==> config.mk <==
export PLATFORM = sky130hd
export DESIGN_NAME = psdsqrt_sched_flat
export DESIGN_NICKNAME = d
export VERILOG_FILES = /design/src/rtl/psdsqrt_pkg.sv /design/src/rtl/psdsqrt_sched_if.sv /design/src/rtl/rr_arbiter2.sv /design/src/rtl/psdsqrt_sched.sv /design/src/flat_wrapper.sv
export SDC_FILE = /design/constraint.sdc
export NUM_CORES = 1
export LEC_CHECK = 0
export ABC_CLOCK_PERIOD_IN_PS = 1700
export BUFFER_PORTS_ARGS = -buffer_cell sky130_fd_sc_hd__buf_2
export CORE_MARGIN = 1
export CORE_UTILIZATION = 35
export DETAILED_ROUTE_END_ITERATION = 16
export PLACE_DENSITY = 0.7
export SLEW_MARGIN = 20
export SYNTH_ARGS = -nofsm -noshare
export SYNTH_HDL_FRONTEND = slang
export SYNTH_SLANG_ARGS = --single-unit
==> constraint.sdc <==
create_clock -name clock -period 1.7 [get_ports clock]
set_clock_uncertainty 0.05 [all_clocks]
set_input_delay 0.17 -clock clock [delete_from_list [all_inputs] [get_ports clock]]
set_output_delay 0.17 -clock clock [all_outputs]
set_load 0.01 [all_outputs]
==> src/rtl/psdsqrt_pkg.sv <==
// Shared types and constants for the psdsqrt scheduler.
package psdsqrt_pkg;

  localparam int unsigned NREQ = 2;

  typedef enum logic [2:0] {
    ST_IDLE,
    ST_START,
    ST_RUN,
    ST_STOP,
    ST_CAPT,
    ST_DONE
  } state_t;

  // Number of core iterations between start and stop.
  function automatic int unsigned sqrt_cycles(input int unsigned nbitsin, input int unsigned k);
    return (nbitsin + k) / 2;
  endfunction

endpackage

==> src/rtl/psdsqrt_sched_if.sv <==
// Client request/response and psdsqrt core signals of the scheduler.
interface psdsqrt_sched_if import psdsqrt_pkg::*; #(
  parameter int unsigned NBITSIN = 32
);
  localparam int unsigned NOUT = NBITSIN / 2;

  logic [NREQ-1:0]    req;
  logic [NBITSIN-1:0] x0;
  logic [NBITSIN-1:0] x1;
  logic [NREQ-1:0]    ack;
  logic [NREQ-1:0]    done;
  logic [NOUT-1:0]    result;
  logic               grant_id;
  logic               busy;
  logic               sq_start;
  logic               sq_stop;
  logic [NBITSIN-1:0] sq_xin;
  logic [NOUT-1:0]    sq_sqrt;

  modport master (
    output req, x0, x1, sq_sqrt,
    input  ack, done, result, grant_id, busy, sq_start, sq_stop, sq_xin
  );

  modport slave (
    input  req, x0, x1, sq_sqrt,
    output ack, done, result, grant_id, busy, sq_start, sq_stop, sq_xin
  );

endinterface

==> src/rtl/rr_arbiter2.sv <==
// Two-way round-robin arbiter: combinational grant, registered last-served pointer.
module rr_arbiter2 import psdsqrt_pkg::*; (
  input  logic            clock,
  input  logic            reset,
  input  logic [NREQ-1:0] req,
  input  logic            update,
  output logic            grant_c,
  output logic            valid_c
);

  logic last_q;

  always_comb begin
    valid_c = |req;
    grant_c = 1'b0;
    unique case (req)
      2'b01:   grant_c = 1'b0;
      2'b10:   grant_c = 1'b1;
      2'b11:   grant_c = ~last_q;
      default: grant_c = 1'b0;
    endcase
  end

  // Reset value marks requester 1 as last served so requester 0 wins first.
  always_ff @(posedge clock or negedge reset) begin
    if (!reset)      last_q <= 1'b1;
    else if (update) last_q <= grant_c;
  end

endmodule

==> src/rtl/psdsqrt_sched.sv <==
// Shares one psdsqrt core between two requesters; sequences start/stop and returns the root.
module psdsqrt_sched import psdsqrt_pkg::*; #(
  parameter int unsigned NBITSIN     = 32,
  parameter int unsigned K           = 8,
  parameter int unsigned SQRT_CYCLES = sqrt_cycles(NBITSIN, K)
) (
  input logic           clock,
  input logic           reset,
  psdsqrt_sched_if.slave bus
);

  localparam int unsigned NOUT = NBITSIN / 2;
  localparam int unsigned CW   = $clog2(SQRT_CYCLES + 1);

  state_t             state_q, state_n;
  logic [CW-1:0]      cnt_q;
  logic               gnt_c, gnt_valid_c, arb_update_c, grant_n_c;
  logic               grant_q;
  logic [NBITSIN-1:0] xin_q;
  logic [NOUT-1:0]    result_q;
  logic [NREQ-1:0]    ack_q, done_q;
  logic               busy_q, start_q, stop_q;

  assign arb_update_c = (state_q == ST_IDLE) && gnt_valid_c;
  assign grant_n_c    = arb_update_c ? gnt_c : grant_q;

  rr_arbiter2 u_arb (
    .clock   (clock),
    .reset   (reset),
    .req     (bus.req),
    .update  (arb_update_c),
    .grant_c (gnt_c),
    .valid_c (gnt_valid_c)
  );

  always_ff @(posedge clock or negedge reset) begin
    if (!reset) state_q <= ST_IDLE;
    else        state_q <= state_n;
  end

  always_comb begin
    state_n = state_q;
    unique case (state_q)
      ST_IDLE:  if (gnt_valid_c) state_n = ST_START;
      ST_START: state_n = ST_RUN;
      ST_RUN:   if (cnt_q <= CW'(1)) state_n = ST_STOP;
      ST_STOP:  state_n = ST_CAPT;
      ST_CAPT:  state_n = ST_DONE;
      ST_DONE:  state_n = ST_IDLE;
      default:  state_n = ST_IDLE;
    endcase
  end

  // Outputs are registered from the next state so they line up with the state they describe.
  always_ff @(posedge clock or negedge reset) begin
    if (!reset) begin
      cnt_q    <= '0;
      grant_q  <= 1'b0;
      xin_q    <= '0;
      result_q <= '0;
      ack_q    <= '0;
      done_q   <= '0;
      busy_q   <= 1'b0;
      start_q  <= 1'b0;
      stop_q   <= 1'b0;
    end else begin
      if (arb_update_c) begin
        grant_q <= gnt_c;
        xin_q   <= gnt_c ? bus.x1 : bus.x0;
      end
      if (state_q == ST_START)    cnt_q <= CW'(SQRT_CYCLES);
      else if (state_q == ST_RUN) cnt_q <= cnt_q - CW'(1);
      if (state_q == ST_CAPT) result_q <= bus.sq_sqrt;
      ack_q   <= (state_n == ST_START) ? (NREQ'(1) << grant_n_c) : '0;
      done_q  <= (state_n == ST_DONE)  ? (NREQ'(1) << grant_q)   : '0;
      busy_q  <= (state_n != ST_IDLE);
      start_q <= (state_n == ST_START);
      stop_q  <= (state_n == ST_STOP);
    end
  end

  assign bus.ack      = ack_q;
  assign bus.done     = done_q;
  assign bus.result   = result_q;
  assign bus.grant_id = grant_q;
  assign bus.busy     = busy_q;
  assign bus.sq_start = start_q;
  assign bus.sq_stop  = stop_q;
  assign bus.sq_xin   = xin_q;

endmodule

==> src/flat_wrapper.sv <==
// flat-port wrapper written by rule: the top's interface ports become plain ports
module psdsqrt_sched_flat import psdsqrt_pkg::*;
#(
  parameter int unsigned NBITSIN     = 32,
  parameter int unsigned K           = 8,
  parameter int unsigned SQRT_CYCLES = sqrt_cycles(NBITSIN, K)
)
  (clock, reset, bus_req, bus_x0, bus_x1, bus_sq_sqrt, bus_ack, bus_done, bus_result, bus_grant_id, bus_busy, bus_sq_start, bus_sq_stop, bus_sq_xin);
  psdsqrt_sched_if #(.NBITSIN(NBITSIN)) bus_i ();
  input logic clock;
  input logic reset;
  input wire logic [$bits(bus_i.req)-1:0] bus_req;
  input wire logic [$bits(bus_i.x0)-1:0] bus_x0;
  input wire logic [$bits(bus_i.x1)-1:0] bus_x1;
  input wire logic [$bits(bus_i.sq_sqrt)-1:0] bus_sq_sqrt;
  output wire logic [$bits(bus_i.ack)-1:0] bus_ack;
  output wire logic [$bits(bus_i.done)-1:0] bus_done;
  output wire logic [$bits(bus_i.result)-1:0] bus_result;
  output wire logic [$bits(bus_i.grant_id)-1:0] bus_grant_id;
  output wire logic [$bits(bus_i.busy)-1:0] bus_busy;
  output wire logic [$bits(bus_i.sq_start)-1:0] bus_sq_start;
  output wire logic [$bits(bus_i.sq_stop)-1:0] bus_sq_stop;
  output wire logic [$bits(bus_i.sq_xin)-1:0] bus_sq_xin;
  assign bus_i.req = bus_req;
  assign bus_i.x0 = bus_x0;
  assign bus_i.x1 = bus_x1;
  assign bus_i.sq_sqrt = bus_sq_sqrt;
  assign bus_ack = bus_i.ack;
  assign bus_done = bus_i.done;
  assign bus_result = bus_i.result;
  assign bus_grant_id = bus_i.grant_id;
  assign bus_busy = bus_i.busy;
  assign bus_sq_start = bus_i.sq_start;
  assign bus_sq_stop = bus_i.sq_stop;
  assign bus_sq_xin = bus_i.sq_xin;
  psdsqrt_sched #(.NBITSIN(NBITSIN), .K(K), .SQRT_CYCLES(SQRT_CYCLES)) u_core (.clock(clock), .reset(reset), .bus(bus_i));
endmodule
==> flow_summary.json, run 1 <==
{
  "clk_latency_ns": 0.32,
  "drv_slew": 0,
  "fin_util": 0.502,
  "postRouteAntennaNets": 0,
  "p_leak_nw": 2.01,
  "syn-cell-area_mm2": 0.00301,
  "end_kind": "flip-flop",
  "ys_types": 35,
  "avgRoutedWirePerCell_um": 12.9,
  "synth-xor-area-share": 0.00291,
  "ys_ff_latch": 65,
  "hold_violations": 0,
  "post-route-min-period_ns": 1.62,
  "max_stage_delay_ns": 0.60,
  "yosys-top-cells-area": "dfrtp_1 53%, mux2_2 27%, mux2_4 5.0%, buf_6 1.5%, dfstp_2 0.87%",
  "syn_nets": 295,
  "synth-simple-area-share": 0.0466,
  "synth_fa_ha_area_frac": 0.00833,
  "wirelength_um": 6120,
  "ir_drop_v": 0.000828,
  "yosysTopAreaCell": "dfrtp_1",
  "design_area_mm2": 0.00415,
  "grt_pass1_vias": 2141,
  "crit_chain": "inv_1 -> ha_1 -> or4b_2 -> a21oi_2 -> o22a_1",
  "cts_tree": "yes",
  "avgSynthCellArea_um2": 14.4,
  "path_buf_inv": 1,
  "drc": 0,
  "rows": 33,
  "die_w_um": 94.7,
  "core-area_mm2": 0.00826,
  "worstPathRequired_ns": 1.91,
  "ys_seq_area_frac": 0.542,
  "muxShareOfSynthArea": 0.323,
  "synth_top_family_by_area": "multiplexers",
  "slowest_stage": "or4b_2",
  "nNetsFinal": 448,
  "crit_path_start_kind": "flip-flop",
  "grt_pass1_wl_um": 9510,
  "grt-ovfl-total": 0,
  "routed_via_density": 4.62,
  "fin_crit_sh": 0.954,
  "vias": 2187,
  "arrival_ns": 1.84,
  "met2_usage": 0.243,
  "start_util": 0.364,
  "setup_viol": 0,
  "fill_cells": 737,
  "place.port_buffers": 139,
  "worstPathMaxFanout": 2,
  "io_pins": 140,
  "timing.fmax_mhz": 617,
  "routabilityCongestion": 0.732,
  "worst_slew_pin_slew_ns": 0.417,
  "drtIter0Drc": 68,
  "dieArea_mm2": 0.00896,
  "ys.warnings.count": 0,
  "htree_levels": 3,
  "place_ws_ns": 0.0676,
  "crit_type": "reg -> reg",
  "worst_slack_ns": 0.0786,
  "status": "finished clean",
  "setup_tns_ns": 0,
  "hold_class": "in -> reg",
  "clk_pin_slew_ns": 0.07,
  "syn_inst": 209,
  "dpl_cell_area_mm2": 0.00391,
  "met3_usage": 0.0322,
  "dr.pass1.iters": 4,
  "synth_compound_area_frac": 0.0441,
  "drive_gt1_frac": 0.698,
  "cts-root-buf": "clkbuf_8",
  "cts_sinks": 65,
  "grt_use_total": 0.139,
  "rsz0062_at_grt": "false",
  "hpwl_um": 4570,
  "cts_setup_buffers": 0,
  "synth_top_area_frac": 0.533,
  "clk_path_buf_depth": 2,
  "dieHeight_um": 94.7,
  "p_per_area_mw_per_mm2": 1830,
  "area_growth_pct": 38.1,
  "maxCapViolCount": 0,
  "grt_use_met1": 0.158,
  "grt_max_degree": 38,
  "cp_top_family": "simple AND/OR/NAND/NOR gates",
  "maxSlewHeadroom": 0.722,
  "grt.busiest_layer": "met2",
  "antenna_found_initial": 1,
  "cts_buffers": 9
}
==> path summary, 6_finish.rpt <==
kind | start | cells past startpoint | end | slack [ns]
setup / recovery | u_core.cnt_q[1] | 5 | u_core.cnt_q[4] | 0.08
hold / removal | bus_sq_sqrt[7] | 2 | u_core.bus.result[7] | 0.02
setup reg to reg | u_core.cnt_q[1] | 5 | u_core.cnt_q[4] | 0.08
hold reg to reg | u_core.bus.grant_id | 1 | u_core.bus.done[0] | 0.44
max in group asynchronous | reset | 3 | u_core.u_arb.last_q | 0.92
min in group asynchronous | reset | 3 | u_core.bus.sq_xin[7] | 0.36
==> stage by stage <==
step           cells  hold slack [ns]  power, mW
2_1_floorplan    209           -0.176       5.05
3_3_place_gp     454            0.170       6.16
3_5_place_dp     454            0.180       6.28
4_1_cts          472         0.000505       7.72
5_1_grt          473          0.00300       8.13
6_report         473           0.0232       7.59
==> synthesized netlist by cell type <==
master      n
a41oi_1     1
a32oi_1     1
a21oi_1     5
and3_1      1
o211ai_1    1
nand2b_1    1
ha_1        2
buf_6       4
a21boi_0    1
mux2_2     71
o2bb2ai_1   2
or2_2       2
xnor2_1     1
mux2i_1     1
a31oi_1     1
nor4_1      1
buf_4       1
nor3_1      4
mux2_1      1
buf_1       2
a21o_1      1
o21ai_0     3
inv_1       3
clkbuf_1    1
dfstp_2     1
mux2_4     10
nor2_1      7
nor2b_1     3
buf_2       5
o22a_1      2
nor4_4      1
and2_1      2
or4b_2      1
dfrtp_1    64
o41a_1      1
==> per-layer routing <==
| layer | vias up | part of all wire |
|---|---|---|
| met1 | 1021 | 0.40 |
| met5 | - | 0 |
| met2 | 104 | 0.49 |
| li1 | 1053 | - |
| met3 | 9 | 0.092 |
| met4 | 0 | 0.015 |
==> power by group <==
group          internal (mW)  total, mW  switching, mW
logic                   1.95       3.47           1.52
registers               2.32       2.73          0.410
clock network          0.818       1.39          0.572
total                   5.09       7.59           2.50
==> cell type report <==
type / instances / area, um^2 / area share
diodes: 1 / 2.50 / 0.000603
clock buffers: 10 / 128 / 0.0308
clock inverters: 6 / 82.6 / 0.0199
inverters: 3 / 11.3 / 0.00271
multi-input cells: 128 / 1310 / 0.315
flip-flops and latches: 65 / 1630 / 0.392
well taps: 105 / 131 / 0.0317
repair buffers: 155 / 858 / 0.207
==> logic make-up (layout without fill, tap and decap cells) <==
kind of cell | count (synthesis) | count (layout)
buf+inv | 16 | 174
mux | 83 | 83
flops | 65 | 65
simple gates | 23 | 23
compound gates | 19 | 19
xor+xnor | 1 | 1
fa+ha+maj | 2 | 2
other cells | 0 | 1
==> registers in the layout, indices dropped and copies added, names as in the netlist, 2 cells and up <==
name,flops
u_core.bus.result,16
u_core.bus.ack,2
u_core.state_q,3
u_core.cnt_q,5
u_core.bus.done,2
u_core.bus.sq_xin,32
==> cell usage in the layout (no fill, tap or decap), types with 2 or more instances in the layout <==
master           n
a21oi_1          4
and2_1           2
buf_12           3
buf_2          139
buf_4           11
bufinv_16        2
clkbuf_8         9
clkinv_2         3
dfrtp_1         64
dlygate4sd3_1    2
ha_1             2
inv_1            3
mux2_2          67
mux2_4          14
nor2_1           7
nor2b_1          3
nor3_1           4
o21ai_0          3
o22a_1           2
o2bb2ai_1        2
or2_2            2
==> repair_timing <==
action / CTS / global route
hold buffers: 2 / 0
endpoints found under the hold margin: 65 / 0
setup endpoints to repair: 0 / 1
gates resized for setup: 0 / 1
Power figures use the tool's default switching activity.
==> run 2, diff against run 1 <==
--- a/config.mk
+++ b/config.mk
@@ -11,7 +11,9 @@
 export CORE_UTILIZATION = 35
 export DETAILED_ROUTE_END_ITERATION = 16
 export PLACE_DENSITY = 0.7
+export SETUP_SLACK_MARGIN = 0.3
 export SLEW_MARGIN = 20
 export SYNTH_ARGS = -nofsm -noshare
 export SYNTH_HDL_FRONTEND = slang
+export SYNTH_HIERARCHICAL = 1
 export SYNTH_SLANG_ARGS = --single-unit
==> flow_summary.json, run 2 <==
{
  "status": "finished clean",
  "hold_violations": 0,
  "cts_sinks": 65,
  "io_pins": 140,
  "worst_slack_ns": 0.230,
  "setup_tns_ns": 0,
  "yosys-top-cells-area": "dfrtp_1 53%, mux2i_1 11%, nor2_1 4.7%, mux2_4 4.5%, a21oi_1 4.3%",
  "reg2reg_from": "u_core/state_q[0]",
  "num_antenna_cells": 0,
  "grt-ovfl-total": 0,
  "ys_seq_area_frac": 0.537,
  "end_kind": "flip-flop",
  "place.port_buffers": 139,
  "hpwl_um": 4800,
  "worstPathMaxFanout": 5,
  "drc": 0,
  "wirelength_um": 7660,
  "grt_max_degree": 32,
  "nNetsFinal": 513,
  "ir_drop_v": 0.000786,
  "worst_r2r_path_depth": 4,
  "syn-cell-area_mm2": 0.00303,
  "reg2reg_to": "u_core/bus.result[15]",
  "area_growth_pct": 52.8,
  "syn_inst": 248,
  "synth_top_flop_cell": "dfrtp_1",
  "path_buf_inv": 1,
  "post-route-min-period_ns": 1.47,
  "drtIter0Drc": 100,
  "timing.fmax_mhz": 680,
  "yosysTopAreaCell": "dfrtp_1",
  "dieHeight_um": 95.1,
  "grt_pass1_vias": 2401,
  "p_leak_nw": 2.20,
  "syn_nets": 334,
  "cts_tree": "yes",
  "place_ws_ns": 0.144,
  "grt_use_total": 0.160,
  "clk_path_buf_depth": 2,
  "clk_pin_slew_ns": 0.08,
  "synth-edff-count": 0,
  "ys_ff_latch": 65,
  "htree_levels": 3,
  "crit_chain": "buf_4 -> nor2_4 -> and2_4 -> mux2_2",
  "die_w_um": 95.1,
  "p_per_area_mw_per_mm2": 1910,
  "cts_buffers": 9,
  "dieArea_mm2": 0.00904,
  "arrival_ns": 1.63,
  "r2r_slack_ns": 0.23,
  "setup_viol": 0,
  "yosysMostFrequentCell": "dfrtp_1",
  "largest_register_ffs": 32,
  "maxCapViolCount": 0,
  "slowest_stage": "dfrtp_2",
  "layout_common_cells": "139 x buf_2, 60 x dfrtp_1, 31 x nor2_1, 30 x mux2i_1, 25 x a21oi_2",
  "antenna_found_initial": 0,
  "postRouteAntennaNets": 0,
  "synth_top_area_frac": 0.528,
  "fin_crit_sh": 0.865,
  "final_common_cell": "buf_2",
  "synth_common_cells": "64 x dfrtp_1, 38 x nor2_1, 33 x mux2i_1, 26 x a21oi_1, 10 x a21oi_2",
  "cp_top_family": "flip-flops",
  "rows": 33,
  "whs_path_depth": 2,
  "routabilityCongestion": 0.775,
  "ys_types": 38,
  "ys.warnings.count": 6,
  "drv_slew": 0,
  "clk_latency_ns": 0.33,
  "rsz0062_at_grt": "true",
  "hold_class": "in -> reg",
  "worstPathRequired_ns": 1.86,
  "avgSynthCellArea_um2": 12.2,
  "avgRoutedWirePerCell_um": 14.3,
  "fill_cells": 708,
  "grt_pass1_wl_um": 10900,
  "crit_path_start_kind": "flip-flop",
  "vias": 2578,
  "maxSlewHeadroom": 0.776,
  "drive_gt1_frac": 0.623,
  "max_stage_delay_ns": 0.46,
  "hold_path_end": "u_core/bus.result[7]",
  "hp-start": "bus_sq_sqrt[7]",
  "routed_via_density": 4.80,
  "async_flop_share": 1.00,
  "crit_type": "reg -> reg",
  "dr.pass1.iters": 4,
  "core-area_mm2": 0.00830,
  "cts-root-buf": "clkbuf_8",
  "start_util": 0.365,
  "worst_slew_pin_slew_ns": 0.336
}
==> run 2: cell count changes after synthesis, moves of 2 or more <==
cell and change:
mux2_2 -62, mux2i_1 +32, nor2_1 +31, a21oi_1 +21, a21oi_2 +10, o21ai_0 +4
buf_6 +3, buf_1 -2, buf_8 +2, nand2_1 +2, nor4b_4 +2, o2bb2ai_1 -2
or2_2 -2
==> run 2: cell type report <==
type	count	area (um^2)	area share
repair buffers	183	1210	0.262
multi-input cells	165	1420	0.307
well taps	105	131	0.0283
flip-flops and latches	65	1630	0.352
inverters	3	11.3	0.00243
clock inverters	7	101	0.0219
clock buffers	9	124	0.0267
==> run 2: through the flow <==
stage	util	hold WS, ns	cells	cell area, um^2	power [mW]
CTS	0.525	0.00312	521	4360	8.27
floorplan	-	-0.176	248	3080	5.24
detailed placement	0.469	0.0351	490	3890	6.29
finish	0.558	0.0200	537	4630	8.84
global route	0.558	0.00195	537	4630	9.41
global placement	0.469	0.0240	490	3890	6.17
==> run 2: how the worst max path moves through the flow <==
stage / slack [ns] / endpoint / cells after the start / start
after detailed placement: 0.14 / u_core/bus.sq_xin[20] / 5 / u_core/state_q[0]
after global placement: 0.19 / u_core/bus.result[3] / 3 / u_core/state_q[1]
final: 0.23 / u_core/bus.result[15] / 4 / u_core/state_q[0]
after global routing: 0.17 / u_core/bus.sq_xin[0] / 6 / u_core/state_q[2]
after CTS: 0.22 / u_core/cnt_q[4] / 4 / u_core/state_q[0]
after floorplan: 0.04 / u_core/u_arb/last_q / 5 / u_core/state_q[0]
==> run 2: cells by family after synthesis <==
family                   Yosys count  synth area share
AO/OA/AOI/OAI                     51             0.106
XOR/XNOR                           1           0.00289
adder cells (fa/ha/maj)            2           0.00825
buffers and inverters             21            0.0602
flip-flops                        65             0.537
multiplexers                      51             0.187
AND/OR/NAND/NOR                   57            0.0994
==> run 2: power breakdown <==
group	total [mW]	switching [mW]	internal (mW)
Clock	1.48	0.640	0.841
Sequential	2.81	0.507	2.30
Combinational	4.54	2.15	2.40
==> run 2: timing repair <==
action                                  CTS  global route
hold endpoints to repair                 52             1
endpoints found under the setup margin   55            58
pin swaps                                 4             6
gates cloned                              2             6
gates resized for setup                  19            32
hold buffers                              6             1
buffers inserted                          7             9
==> run 2: metal layers <==
layer / vias to the layer above / GRT usage / share of wire / wire (um)
li1: 1227 / - / - / -
met1: 1236 / 0.193 / 0.42 / 3220
met2: 101 / 0.267 / 0.50 / 3860
met3: 14 / 0.0239 / 0.050 / 380
met4: 0 / 0.0972 / 0.026 / 203
met5: - / 0 / 0 / 0
==> run 3, diff against run 2 <==
--- a/config.mk
+++ b/config.mk
@@ -5,10 +5,13 @@
 export SDC_FILE = /design/constraint.sdc
 export NUM_CORES = 1
 export LEC_CHECK = 0
+export ABC_AREA = 0
 export ABC_CLOCK_PERIOD_IN_PS = 1700
 export BUFFER_PORTS_ARGS = -buffer_cell sky130_fd_sc_hd__buf_2
+export CORE_ASPECT_RATIO = 1.75
 export CORE_MARGIN = 1
 export CORE_UTILIZATION = 35
+export CTS_CLUSTER_SIZE = 24
 export DETAILED_ROUTE_END_ITERATION = 16
 export PLACE_DENSITY = 0.7
 export SETUP_SLACK_MARGIN = 0.3
==> flow_summary.json, run 3 (synthesis results as in run 2) <==
{
  "wirelength_um": 7640,
  "final_common_cell": "buf_2",
  "hold_class": "in -> reg",
  "switchingPower_mw": 3.39,
  "place.port_buffers": 139,
  "nNetsFinal": 507,
  "dieArea_mm2": 0.00906,
  "cts_sinks": 65,
  "p_leak_nw": 2.21,
  "hold_violations": 0,
  "end_kind": "flip-flop",
  "slowest_stage": "dfrtp_2",
  "avgRoutedWirePerCell_um": 14.1,
  "grt_max_degree": 66,
  "finalPower_mw": 9.35,
  "pwr-share-clk": 0.188,
  "timing.fmax_mhz": 674,
  "grt_use_total": 0.172,
  "clk_path_buf_depth": 2,
  "pwr-share-seq": 0.303,
  "place_ws_ns": 0.0817,
  "maxSlewHeadroom": 0.756,
  "grt_pass1_vias": 2499,
  "path_buf_inv": 2,
  "rows": 44,
  "hpwl_um": 4950,
  "start_util": 0.362,
  "num_antenna_cells": 0,
  "layout_common_cells": "139 x buf_2, 61 x dfrtp_1, 32 x mux2i_1, 30 x a21oi_2, 24 x nor2_1",
  "p_per_area_mw_per_mm2": 1990,
  "status": "finished clean",
  "drtIter0Drc": 104,
  "postRouteAntennaNets": 0,
  "p_int_mw": 5.96,
  "max_stage_delay_ns": 0.45,
  "io_pins": 140,
  "fin_cells": 541,
  "die_w_um": 72.4,
  "dieHeight_um": 125,
  "ir_drop_v": 0.00104,
  "post-route-min-period_ns": 1.48,
  "worst_slew_pin_slew_ns": 0.362,
  "routed_via_density": 4.70,
  "grt-ovfl-total": 0,
  "largest_register_ffs": 32,
  "cts_tree": "yes",
  "core-area_mm2": 0.00837,
  "fin_crit_sh": 0.873,
  "area_growth_pct": 55.0,
  "worstPathMaxFanout": 8,
  "drive_gt1_frac": 0.648,
  "fin_hold_ws_ns": 0.0272,
  "clk_latency_ns": 0.32,
  "comb_power_share": 0.509,
  "routabilityCongestion": 0.807,
  "cts_buffers": 9,
  "crit_chain": "nor4b_4 -> buf_4 -> buf_12 -> mux2_4",
  "drc": 0,
  "antenna_found_initial": 0,
  "setup_tns_ns": 0,
  "cts-root-buf": "clkbuf_16",
  "worst_slack_ns": 0.216,
  "worstPathRequired_ns": 1.90,
  "crit_type": "reg -> reg",
  "grt_pass1_wl_um": 11800,
  "p_sw_frac": 0.363,
  "cp_top_family": "flip-flops",
  "clk_pin_slew_ns": 0.05,
  "crit_path_start_kind": "flip-flop",
  "htree_levels": 3,
  "rsz0062_at_grt": "true",
  "arrival_ns": 1.68,
  "maxCapViolCount": 0,
  "vias": 2545,
  "setup_viol": 0,
  "drv_slew": 0,
  "dr.pass1.iters": 4,
  "dp_cells": 496
}
-- run 3: area by class of cell --
class	count	area, um^2
clock inverter	5	56.3
multi-input combinational	164	1460
inverter	3	11.3
clock buffer	11	233
sequential	65	1630
fill	744	3670
timing repair buffer	178	1160
tap	115	144
-- run 3: per-stage QoR --
step,util,instance area (um^2)
2_1_floorplan,-,3080
3_3_place_gp,0.465,3890
3_5_place_dp,0.465,3890
4_1_cts,0.532,4450
5_1_grt,0.562,4700
6_report,0.562,4700
-- run 3: path summary, 6_finish.rpt --
path / startpoint / to / slack [ns] / depth (start not counted)
max: u_core/state_q[0] / u_core/u_arb/last_q / 0.22 / 4
min: bus_sq_sqrt[9] / u_core/bus.result[9] / 0.03 / 2
max reg2reg: u_core/state_q[0] / u_core/u_arb/last_q / 0.22 / 4
min reg2reg: u_core/bus.grant_id / u_core/bus.done[0] / 0.44 / 1
max in group asynchronous: reset / u_core/u_arb/last_q / 0.94 / 3
min in group asynchronous: reset / u_core/bus.sq_xin[0] / 0.33 / 3
-- run 3: routing by layer --
| metal | track usage | up-vias | part of all wire |
|---|---|---|---|
| met5 | 0 | - | 0 |
| met4 | 0.112 | 0 | 0.034 |
| met3 | 0.0282 | 18 | 0.044 |
| met2 | 0.305 | 94 | 0.55 |
| met1 | 0.182 | 1216 | 0.37 |
| li1 | - | 1217 | - |
-- run 3: power groups by stage --
stage	Clock, mW	Combinational (mW)	Sequential (mW)
2_1_floorplan	0	2.22	3.02
3_3_place_gp	0	3.40	2.76
3_5_place_dp	0	3.51	2.79
4_1_cts	1.81	4.20	2.77
5_1_grt	1.88	5.13	2.92
6_report	1.76	4.76	2.83
-- run 3: timing repair --
item | 4_1_cts | 5_1_grt
buffers inserted | 17 | 5
endpoints found under the hold margin | 64 | 0
resized for setup | 23 | 42
endpoints found under the setup margin | 41 | 43
hold buffers | 1 | 0
cloned | 3 | 3
pin swaps | 5 | 7
